`src/rtl/pipe_pkg.sv`:
```
`default_nettype none
// ============================================================================
// Module      : pipe_pkg
// Description : Opcode, forwarding-select and FSM encodings for the hazard unit.
// Revision    : 1.0 - initial release
// ============================================================================
package pipe_pkg;

    localparam logic [6:0] c_op_load   = 7'b0000011;
    localparam logic [6:0] c_op_store  = 7'b0100011;
    localparam logic [6:0] c_op_branch = 7'b1100011;
    localparam logic [6:0] c_op_op     = 7'b0110011;
    localparam logic [6:0] c_op_imm    = 7'b0010011;
    localparam logic [6:0] c_op_lui    = 7'b0110111;
    localparam logic [6:0] c_op_auipc  = 7'b0010111;
    localparam logic [6:0] c_op_jal    = 7'b1101111;
    localparam logic [6:0] c_op_jalr   = 7'b1100111;

    localparam logic [1:0] c_fwd_rf  = 2'b00;
    localparam logic [1:0] c_fwd_mem = 2'b01;
    localparam logic [1:0] c_fwd_wb  = 2'b10;

    typedef enum logic [0:0] {
        ST_RUN   = 1'b0,
        ST_FLUSH = 1'b1
    } state_t;

    typedef struct packed {
        logic       valid;
        logic [4:0] rd;
        logic       is_load;
    } slot_t;

    // The EX slot will sit in MEM when the consumer reaches EX, hence 01 for an EX match.
    function automatic logic [1:0] fwd_sel(
        input logic       uses,
        input logic [4:0] src,
        input slot_t      ex,
        input slot_t      mem
    );
        if (!uses)                          return c_fwd_rf;
        if (ex.valid && (ex.rd == src))     return c_fwd_mem;
        if (mem.valid && (mem.rd == src))   return c_fwd_wb;
        return c_fwd_rf;
    endfunction

endpackage
`default_nettype wire

```
`src/rtl/pipe_hazard_ctrl_if.sv`:
```
`default_nettype none
// ============================================================================
// Module      : pipe_hazard_ctrl_if
// Description : Decode-stage inputs and hazard/forwarding controls.
// Revision    : 1.0 - initial release
// ============================================================================
interface pipe_hazard_ctrl_if #(
    parameter int CNT_WIDTH = 8
);
    logic                 id_valid;
    logic [6:0]           id_opcode;
    logic [4:0]           id_rs1;
    logic [4:0]           id_rs2;
    logic [4:0]           id_rd;
    logic                 branch_taken;
    logic                 stall_if;
    logic                 stall_id;
    logic                 bubble_ex;
    logic                 flush_id;
    logic [1:0]           fwd_a;
    logic [1:0]           fwd_b;
    logic [CNT_WIDTH-1:0] hazard_cnt;

    modport master (
        output id_valid, id_opcode, id_rs1, id_rs2, id_rd, branch_taken,
        input  stall_if, stall_id, bubble_ex, flush_id, fwd_a, fwd_b, hazard_cnt
    );

    modport slave (
        input  id_valid, id_opcode, id_rs1, id_rs2, id_rd, branch_taken,
        output stall_if, stall_id, bubble_ex, flush_id, fwd_a, fwd_b, hazard_cnt
    );
endinterface
`default_nettype wire

```
`src/rtl/pipe_op_decode.sv`:
```
`default_nettype none
// ============================================================================
// Module      : pipe_op_decode
// Description : Opcode classifier for register usage and load detection.
// Revision    : 1.0 - initial release
// ============================================================================
module pipe_op_decode (
    input  logic [6:0] i_opcode,
    output logic       o_is_load,
    output logic       o_writes_rd,
    output logic       o_uses_rs1,
    output logic       o_uses_rs2
);
    import pipe_pkg::*;

    always_comb begin
        o_is_load   = (i_opcode == c_op_load);
        o_writes_rd = i_opcode inside {c_op_op, c_op_imm, c_op_load, c_op_lui,
                                       c_op_auipc, c_op_jal, c_op_jalr};
        o_uses_rs1  = !(i_opcode inside {c_op_lui, c_op_auipc, c_op_jal});
        o_uses_rs2  = i_opcode inside {c_op_op, c_op_store, c_op_branch};
    end

endmodule
`default_nettype wire

```
`src/rtl/pipe_hazard_ctrl.sv`:
```
`default_nettype none
// ============================================================================
// Module      : pipe_hazard_ctrl
// Description : Load-use stall, branch flush and operand forwarding control.
// Revision    : 1.0 - initial release
// ============================================================================
module pipe_hazard_ctrl #(
    parameter int FLUSH_CYCLES = 2,
    parameter int CNT_WIDTH    = 8
) (
    input  logic              clk,
    input  logic              rst_n,
    pipe_hazard_ctrl_if.slave hz
);
    import pipe_pkg::*;

    localparam logic [2:0]           c_flush_reload = 3'(FLUSH_CYCLES - 1);
    localparam logic [CNT_WIDTH-1:0] c_cnt_max      = {CNT_WIDTH{1'b1}};
    localparam logic [CNT_WIDTH-1:0] c_cnt_one      = {{(CNT_WIDTH-1){1'b0}}, 1'b1};

    state_t               r_state;
    logic [2:0]           r_flush_cnt;
    slot_t                r_ex;
    slot_t                r_mem;
    slot_t                r_wb;
    logic [1:0]           r_fwd_a;
    logic [1:0]           r_fwd_b;
    logic [CNT_WIDTH-1:0] r_hazard_cnt;

    logic                 w_is_load;
    logic                 w_writes_rd;
    logic                 w_uses_rs1;
    logic                 w_uses_rs2;
    logic                 w_load_use;
    logic                 w_flush;
    logic                 w_stall;
    logic                 w_bubble;
    logic                 w_id_live;
    slot_t                w_ex_next;
    logic [1:0]           w_fwd_a;
    logic [1:0]           w_fwd_b;
    logic                 w_unused;

    pipe_op_decode u_id_decode (
        .i_opcode    (hz.id_opcode),
        .o_is_load   (w_is_load),
        .o_writes_rd (w_writes_rd),
        .o_uses_rs1  (w_uses_rs1),
        .o_uses_rs2  (w_uses_rs2)
    );

    always_comb begin
        w_load_use = hz.id_valid && r_ex.valid && r_ex.is_load &&
                     ((w_uses_rs1 && (r_ex.rd == hz.id_rs1)) ||
                      (w_uses_rs2 && (r_ex.rd == hz.id_rs2)));
        // Branch and flush win over load-use; everything is quiet while in reset.
        w_flush   = rst_n && (hz.branch_taken || (r_state == ST_FLUSH));
        w_stall   = rst_n && !w_flush && w_load_use;
        w_bubble  = w_flush || w_stall;
        w_id_live = hz.id_valid && !w_bubble;

        w_ex_next.valid   = w_id_live && w_writes_rd && (hz.id_rd != 5'd0);
        w_ex_next.rd      = hz.id_rd;
        w_ex_next.is_load = w_is_load;

        w_fwd_a = w_id_live ? fwd_sel(w_uses_rs1, hz.id_rs1, r_ex, r_mem) : c_fwd_rf;
        w_fwd_b = w_id_live ? fwd_sel(w_uses_rs2, hz.id_rs2, r_ex, r_mem) : c_fwd_rf;
    end

    always_ff @(posedge clk) begin
        if (!rst_n) begin
            r_state      <= ST_RUN;
            r_flush_cnt  <= 3'd0;
            r_ex         <= '0;
            r_mem        <= '0;
            r_wb         <= '0;
            r_fwd_a      <= c_fwd_rf;
            r_fwd_b      <= c_fwd_rf;
            r_hazard_cnt <= '0;
        end else begin
            r_wb    <= r_mem;
            r_mem   <= r_ex;
            r_ex    <= w_ex_next;
            r_fwd_a <= w_fwd_a;
            r_fwd_b <= w_fwd_b;

            // The branch cycle itself is the first squashed cycle.
            if (hz.branch_taken) begin
                r_flush_cnt <= c_flush_reload;
                r_state     <= (c_flush_reload != 3'd0) ? ST_FLUSH : ST_RUN;
            end else if (r_state == ST_FLUSH) begin
                r_flush_cnt <= r_flush_cnt - 3'd1;
                if (r_flush_cnt <= 3'd1) begin
                    r_state <= ST_RUN;
                end
            end

            if (w_bubble && (r_hazard_cnt != c_cnt_max)) begin
                r_hazard_cnt <= r_hazard_cnt + c_cnt_one;
            end
        end
    end

    assign hz.stall_if   = w_stall;
    assign hz.stall_id   = w_stall;
    assign hz.bubble_ex  = w_bubble;
    assign hz.flush_id   = w_flush;
    assign hz.fwd_a      = r_fwd_a;
    assign hz.fwd_b      = r_fwd_b;
    assign hz.hazard_cnt = r_hazard_cnt;

    assign w_unused = ^r_wb;

endmodule
`default_nettype wire

```
`src/flat_wrapper.sv`:
```
// flat-port wrapper written by rule: the top's interface ports become plain ports
module pipe_hazard_ctrl_flat import pipe_pkg::*;
#(
    parameter int FLUSH_CYCLES = 2,
    parameter int CNT_WIDTH    = 8
)
  (clk, rst_n, hz_id_valid, hz_id_opcode, hz_id_rs1, hz_id_rs2, hz_id_rd, hz_branch_taken, hz_stall_if, hz_stall_id, hz_bubble_ex, hz_flush_id, hz_fwd_a, hz_fwd_b, hz_hazard_cnt);
  pipe_hazard_ctrl_if #(.CNT_WIDTH(CNT_WIDTH)) hz_i ();
  input  logic clk;
  input  logic rst_n;
  input wire logic [$bits(hz_i.id_valid)-1:0] hz_id_valid;
  input wire logic [$bits(hz_i.id_opcode)-1:0] hz_id_opcode;
  input wire logic [$bits(hz_i.id_rs1)-1:0] hz_id_rs1;
  input wire logic [$bits(hz_i.id_rs2)-1:0] hz_id_rs2;
  input wire logic [$bits(hz_i.id_rd)-1:0] hz_id_rd;
  input wire logic [$bits(hz_i.branch_taken)-1:0] hz_branch_taken;
  output wire logic [$bits(hz_i.stall_if)-1:0] hz_stall_if;
  output wire logic [$bits(hz_i.stall_id)-1:0] hz_stall_id;
  output wire logic [$bits(hz_i.bubble_ex)-1:0] hz_bubble_ex;
  output wire logic [$bits(hz_i.flush_id)-1:0] hz_flush_id;
  output wire logic [$bits(hz_i.fwd_a)-1:0] hz_fwd_a;
  output wire logic [$bits(hz_i.fwd_b)-1:0] hz_fwd_b;
  output wire logic [$bits(hz_i.hazard_cnt)-1:0] hz_hazard_cnt;
  assign hz_i.id_valid = hz_id_valid;
  assign hz_i.id_opcode = hz_id_opcode;
  assign hz_i.id_rs1 = hz_id_rs1;
  assign hz_i.id_rs2 = hz_id_rs2;
  assign hz_i.id_rd = hz_id_rd;
  assign hz_i.branch_taken = hz_branch_taken;
  assign hz_stall_if = hz_i.stall_if;
  assign hz_stall_id = hz_i.stall_id;
  assign hz_bubble_ex = hz_i.bubble_ex;
  assign hz_flush_id = hz_i.flush_id;
  assign hz_fwd_a = hz_i.fwd_a;
  assign hz_fwd_b = hz_i.fwd_b;
  assign hz_hazard_cnt = hz_i.hazard_cnt;
  pipe_hazard_ctrl #(.FLUSH_CYCLES(FLUSH_CYCLES), .CNT_WIDTH(CNT_WIDTH)) u_core (.clk(clk), .rst_n(rst_n), .hz(hz_i));
endmodule
```
`config.mk`:
```
export PLATFORM = sky130hd
export DESIGN_NAME = pipe_hazard_ctrl_flat
export DESIGN_NICKNAME = d
export VERILOG_FILES = /design/src/rtl/pipe_pkg.sv /design/src/rtl/pipe_hazard_ctrl_if.sv /design/src/rtl/pipe_op_decode.sv /design/src/rtl/pipe_hazard_ctrl.sv /design/src/flat_wrapper.sv
export SDC_FILE = /design/constraint.sdc
export NUM_CORES = 1
export LEC_CHECK = 0
export BUFFER_PORTS_ARGS = -buffer_cell sky130_fd_sc_hd__buf_2
export CAP_MARGIN = 20
export CORE_UTILIZATION = 46
export DETAILED_ROUTE_END_ITERATION = 10
export HOLD_SLACK_MARGIN = 0.1
export PLACE_DENSITY = 0.75
export SYNTH_ARGS = -nofsm -noshare
export SYNTH_HDL_FRONTEND = slang
export SYNTH_SLANG_ARGS = --single-unit
```
`constraint.sdc`:
```
create_clock -name clk -period 2.1 [get_ports clk]
set_clock_uncertainty 0.05 [all_clocks]
set_input_delay 0 -clock clk [delete_from_list [all_inputs] [get_ports clk]]
set_output_delay 0 -clock clk [all_outputs]
set_load 0.03 [all_outputs]
```
# Yosys cells after proc, flatten, opt, wreduce, memory -nomap -nowiden
# Index checks and enable logic that the tools add are counted.
[op_classes]
div = 0
add_sub_neg = 2
shifts = 0
eq_ne = 14
magnitude_cmp = 1
bitwise = 1
mul = 0
mux = 27
n_reduce_logical = 29
[ops]
columns = ["operator", "n"]
rows = [
  ["2-to-1 mux 2 bit", 12],
  ["equality test 7 x 6 -> 1 bit (second input constant)", 3],
  ["equality test 7 bit (second input constant)", 3],
  ["equality test 5 bit", 4],
  ["logical AND 1 bit", 16],
  ["2-to-1 mux 1 bit", 15],
  ["equality test 7 x 5 -> 1 bit (second input constant)", 2],
  ["adder 8 x 1 -> 8 bit (second input constant)", 1],
  ["inequality test 8 bit (second input constant)", 1],
  ["equality test 7 x 2 -> 1 bit (second input constant)", 1],
  ["nonzero test 7 bit", 1],
  ["nonzero test 3 bit", 2],
  ["nonzero test 5 bit", 1],
  ["<= comparator 3 x 1 -> 1 bit (second input constant)", 1],
  ["zero test 1 bit", 3],
  ["logical OR 1 bit", 3],
  ["subtractor 3 x 1 -> 3 bit (second input constant)", 1],
  ["AND reduction 2 bit", 1],
  ["nonzero test 2 bit", 1],
  ["OR reduction 2 bit", 1],
  ["inverter 1 bit", 1],
]
[totals]
n_memories = 0
inputBits = 26
out_inout_bits = 16
rom_bits = 0
word_cells = 85
mem_bits_rw = 0
latch_bits = 0
register_bits = 29

# Depth between registers and ports, before layout
[logic_depth]
word_depth = 12
depth_mapped = 8
mapped_depth_nobuf = 7

# By module
# A second synthesis with hierarchy kept.
[hier_totals]
cells_unflattened = 169
area_unflattened_um2 = 1516.5
[modules_own_cells]
columns = ["module", "area_each_um2", "seq_area_each_um2", "cells_per_inst", "n_inst"]
rows = [
  ["pipe_hazard_ctrl", 1415.1, 580.6, 156, 1],
  ["pipe_op_decode", 101.3, 0.0, 13, 1],
]

# Worst setup path after synthesis
# No wires, ideal clock.
[synth_path]
path_kind = "register to register"
start = "reg u_core.r_state"
end = "reg u_core.r_hazard_cnt[3] (netlist: u_core.hz.hazard_cnt[3])"
path_stages_with_launch = 8
required_ns = 1.976
n_path_buf = 1
synth_period_minus_slack_ns = 2.017
arrival_ns = 1.894
slack_ns = 0.083
cell_sequence = "dfxtp_1 and4bb_1 nand3_1 or4_1 and3_4 buf_6 nor4b_2 mux2i_1"
[synth_via]
elab_chain_len = 7
[synth_rtl]
columns = ["item", "line", "source"]
rows = [
  ["from (decl)", "pipe_hazard_ctrl.sv:21", "state_t r_state;"],
  ["from (signal assigned)", "pipe_hazard_ctrl.sv:90", "r_state <= (c_flush_reload != 3'd0) ? ST_FLUSH : ST_RUN;"],
  ["logical OR 1 bit (*)", "pipe_hazard_ctrl.sv:57", "w_flush = rst_n && (hz.branch_taken || (r_state == ST_FLUSH));"],
  ["logical AND 1 bit (*)", "pipe_hazard_ctrl.sv:57", ""],
  ["zero test 1 bit", "pipe_hazard_ctrl.sv:58", "w_stall = rst_n && !w_flush && w_load_use;"],
  ["logical AND 1 bit (2 in a row)", "pipe_hazard_ctrl.sv:58", ""],
  ["logical OR 1 bit (*)", "pipe_hazard_ctrl.sv:59", "w_bubble = w_flush || w_stall;"],
  ["logical AND 1 bit (*)", "pipe_hazard_ctrl.sv:98", "if (w_bubble && (r_hazard_cnt != c_cnt_max)) begin"],
  ["to (signal assigned)", "pipe_hazard_ctrl.sv:99", "r_hazard_cnt <= r_hazard_cnt + c_cnt_one;"],
  ["to (decl)", "pipe_hazard_ctrl.sv:28", "logic [CNT_WIDTH-1:0] r_hazard_cnt;"],
]
# Every way passes the cells marked *; elsewhere a longest branch is shown, timed or not.
# A chain may end at the register's enable or synchronous reset.

# Worst setup path in the final report
[layout_path]
start = "in hz_id_rs1[0]"
end = "reg u_core.r_hazard_cnt[5] (netlist: u_core.hz.hazard_cnt[5])"
[layout_via]
elab_chain_len = 7
[layout_rtl]
columns = ["item", "line", "source"]
rows = [
  ["from (decl)", "flat_wrapper.sv:13", "input wire logic [$bits(hz_i.id_rs1)-1:0] hz_id_rs1;"],
  ["equality test 5 bit", "pipe_hazard_ctrl.sv:54", "((w_uses_rs1 && (r_ex.rd == hz.id_rs1)) ||"],
  ["logical AND 1 bit", "pipe_hazard_ctrl.sv:54", ""],
  ["logical OR 1 bit", "pipe_hazard_ctrl.sv:54", ""],
  ["logical AND 1 bit", "pipe_hazard_ctrl.sv:53", "w_load_use = hz.id_valid && r_ex.valid && r_ex.is_load &&"],
  ["logical AND 1 bit", "pipe_hazard_ctrl.sv:58", ""],
  ["logical OR 1 bit", "pipe_hazard_ctrl.sv:59", ""],
  ["logical AND 1 bit", "pipe_hazard_ctrl.sv:98", ""],
]
# No other way between the ends.

==> flow_summary_export.csv <==
group,metric,value,unit
floorplan,initial_core_util,0.483,
final_layout,final_area,2020,um^2
final_layout,layout.nets,249,
yosys,synth_nets,188,
critical_path,worstPathRequired,2.30,ns
final_layout,n_antenna_cell,0,
final_layout,layoutNonFillerInstCount,265,
timing,setup_slack,0.0586,ns
placement,place_congestion,0.845,
critical_path,worstPathCellList,"dlygate4sd3_1, buf_2, xnor2_1, nand3_1, or4_4, and3_4, nor4b_4, mux2i_1",
detailed_routing,drc_errors,0,
floorplan,placeableCoreArea,3050,um^2
yosys,syn_avg_cell_area,9.28,um^2
clock_network,clkLatencyLatePin,0.31,ns
floorplan,die_x,58.6,um
detailed_routing,vias,1330,
final_layout,layout-drive-gt1-share,0.330,
placement,port_buffers,41,
critical_path,path_max_fanout,5,
grt,grt_pass1_wl,5.16,mm
grt,track_usage,0.200,
yosys,syn_inst,159,
placement,placed_cell_area,1710,um^2
clock_network,ctsHtreeMaxLevel,2,
clock_network,cts_tree,"yes",
final_layout,final_cell_mix,"buf_2 (40), dfxtp_1 (24), dlygate4sd3_1 (14), and2_1 (12)",
floorplan,rows,20,
timing,timing.slew.headroom,0.605,
timing,max_freq,0.490,GHz
critical_path,startpoint_type,"input port",
yosys,synth_edf_count,0,
critical_path,regToRegSetupSlack,0.07,ns
final_layout,fin_util,0.660,
detailed_routing,wire_per_inst,12.5,um
timing,hold_violations,0,
timing,rsz0062_at_grt,"true",
yosys,ys_seq_elements,29,
floorplan,io_pins,42,
timing,holdWs,0.120,ns
critical_path,cp-end-kind,"flop",
floorplan,dieArea,3440,um^2
placement,dp.cells,241,
yosys,synth_area,1480,um^2
grt,grt_max_degree,20,
timing,setup_violations,0,
clock_network,cts.sink_count,29,
critical_path,slowest_delay,0.53,ns
placement,dp_hpwl,2.38,mm
clock_network,path_clk_slew,0.10,ns
yosys,synthArstFlopShare,0,
timing,tightest_slew,0.586,ns
clock_network,cts-root-buf,"clkbuf_4",
critical_path,slowest_stage,"dlygate4sd3_1",
pwr,peakVddDrop,0.324,mV
worst_hold_path,hp-class,"input port to flop",
pwr,p_leak,0.861,nW
clock_network,clockBufferDepth,2,
yosys,ys.warnings.count,0,
detailed_routing,ant_nets,0,
detailed_routing,totalWireLength,3.32,mm
timing,min_period,2.04,ns
pwr,powerDensity,570,nW/um^2
outcome,outcome,"finished, final reports clean",
final_layout,mostFrequentLayoutCell,"buf_2",
detailed_routing,drt_pass1_iterations,4,
pwr,power,1.15,mW
grt,antenna_found_initial,0,
detailed_routing,via_per_inst,5.02,
yosys,ys_types,41,
yosys,ys_seq_area_frac,0.394,
timing,fin_crit_sh,0.972,
timing,slew_viol_final,0,
critical_path,critical_path_class,"input port to flop",
final_layout,fillers,259,
grt,grt_pass1_vias,1238,
grt,grt_overflow,0,
flow_run,max_cap_violations,0,
placement,place_ws,0.0150,ns
yosys,synth-main-ff-cell,"dfxtp_1",
detailed_routing,drt-initial-drc-count,25,
critical_path,cp.arrival,2.24,ns
final_layout,syn2layout_area_growth,36.6,%
timing,tns,0,ns
floorplan,die_h,58.6,um
clock_network,numCtsBuffers,5,
[synth_stat cells, types with 2 or more instances]
library cell	count	share of area
or4_1	2	0.010
nand3_1	8	0.027
mux2i_1	5	0.034
dfxtp_1	29	0.39
and3_1	5	0.021
a21oi_1	4	0.014
nand4b_1	2	0.012
xnor2_1	14	0.083
nor4b_2	3	0.031
nor3_1	6	0.020
inv_1	6	0.015
a211oi_1	2	0.010
and2_1	12	0.051
nor2_1	11	0.028
xor2_1	8	0.047
nor4_1	2	0.0085
buf_6	2	0.015
o21ai_0	4	0.014
nand2_1	10	0.025
ha_1	3	0.025
[critical path: cells and delay by family]
kind | cells | cell delay [ns]
and+or+nand+nor | 4 | 1.21
muxes | 1 | 0.20
xor gates and xnor gates | 1 | 0.18
buffers and inverters | 2 | 0.67
[power breakdown]
group | total, mW | internal (mW) | switching [mW] | leakage, nW
combinational | 0.187 | 0.0936 | 0.0930 | 0.581
clock | 0.379 | 0.194 | 0.186 | 0.0413
sequential | 0.583 | 0.567 | 0.0157 | 0.238
total | 1.15 | 0.855 | 0.294 | 0.861
[metal layers]
layer / routed length [um] / up-vias / share of wire / GRT usage
li1: - / 677 / - / -
met1: 1480 / 618 / 0.45 / 0.228
met2: 1700 / 33 / 0.51 / 0.368
met3: 124 / 2 / 0.037 / 0.0462
met4: 18 / 0 / 0.0054 / 0.0612
met5: 0 / - / 0 / 0
[kinds of logic after synthesis]
kind of cell	count (synthesis)	synth area share
flip-flops	29	0.394
multiplexers	5	0.0339
AO/OA/AOI/OAI	16	0.0713
XOR/XNOR	22	0.131
buffers and inverters	11	0.0416
AND/OR/NAND/NOR	73	0.304
adder cells (fa/ha/maj)	3	0.0254
[sequential cells by signal (all words and copies together) (netlist names)]
| name | count |
|---|---|
| u_core.hz.fwd_b | 2 |
| u_core.hz.fwd_a | 2 |
| u_core.r_ex | 7 |
| u_core.r_state | 1 |
| u_core.r_flush_cnt | 3 |
| u_core.hz.hazard_cnt | 8 |
| u_core.r_mem | 6 |
[what timing repair did]
item,in CTS,in global routing
cloned,0,1
hold endpoints to repair,19,0
buffers inserted,0,1
endpoints found under the setup margin,1,7
pin swaps,0,5
hold buffers,14,0
resized for setup,1,17
[cell type report]
class / count / area (um^2) / share of cell area
Clock inverter: 1 / 5.00 / 0.00248
Inverter: 6 / 22.5 / 0.0112
Multi-Input combinational cell: 120 / 907 / 0.450
Tap cell: 44 / 55.1 / 0.0273
Sequential cell: 29 / 587 / 0.291
Clock buffer: 7 / 65.1 / 0.0323
Timing Repair Buffer: 58 / 374 / 0.186
[path summary, 6_finish.rpt]
path,to,depth (start not counted),start
max,u_core.hz.hazard_cnt[5],8,hz_id_rs1[0]
min,u_core.r_ex[6],4,hz_id_opcode[2]
max reg2reg,u_core.hz.hazard_cnt[5],6,u_core.r_state
min reg2reg,u_core.hz.fwd_b[1],2,u_core.r_mem[6]
Note: power is estimated with default switching activity, not from simulation.
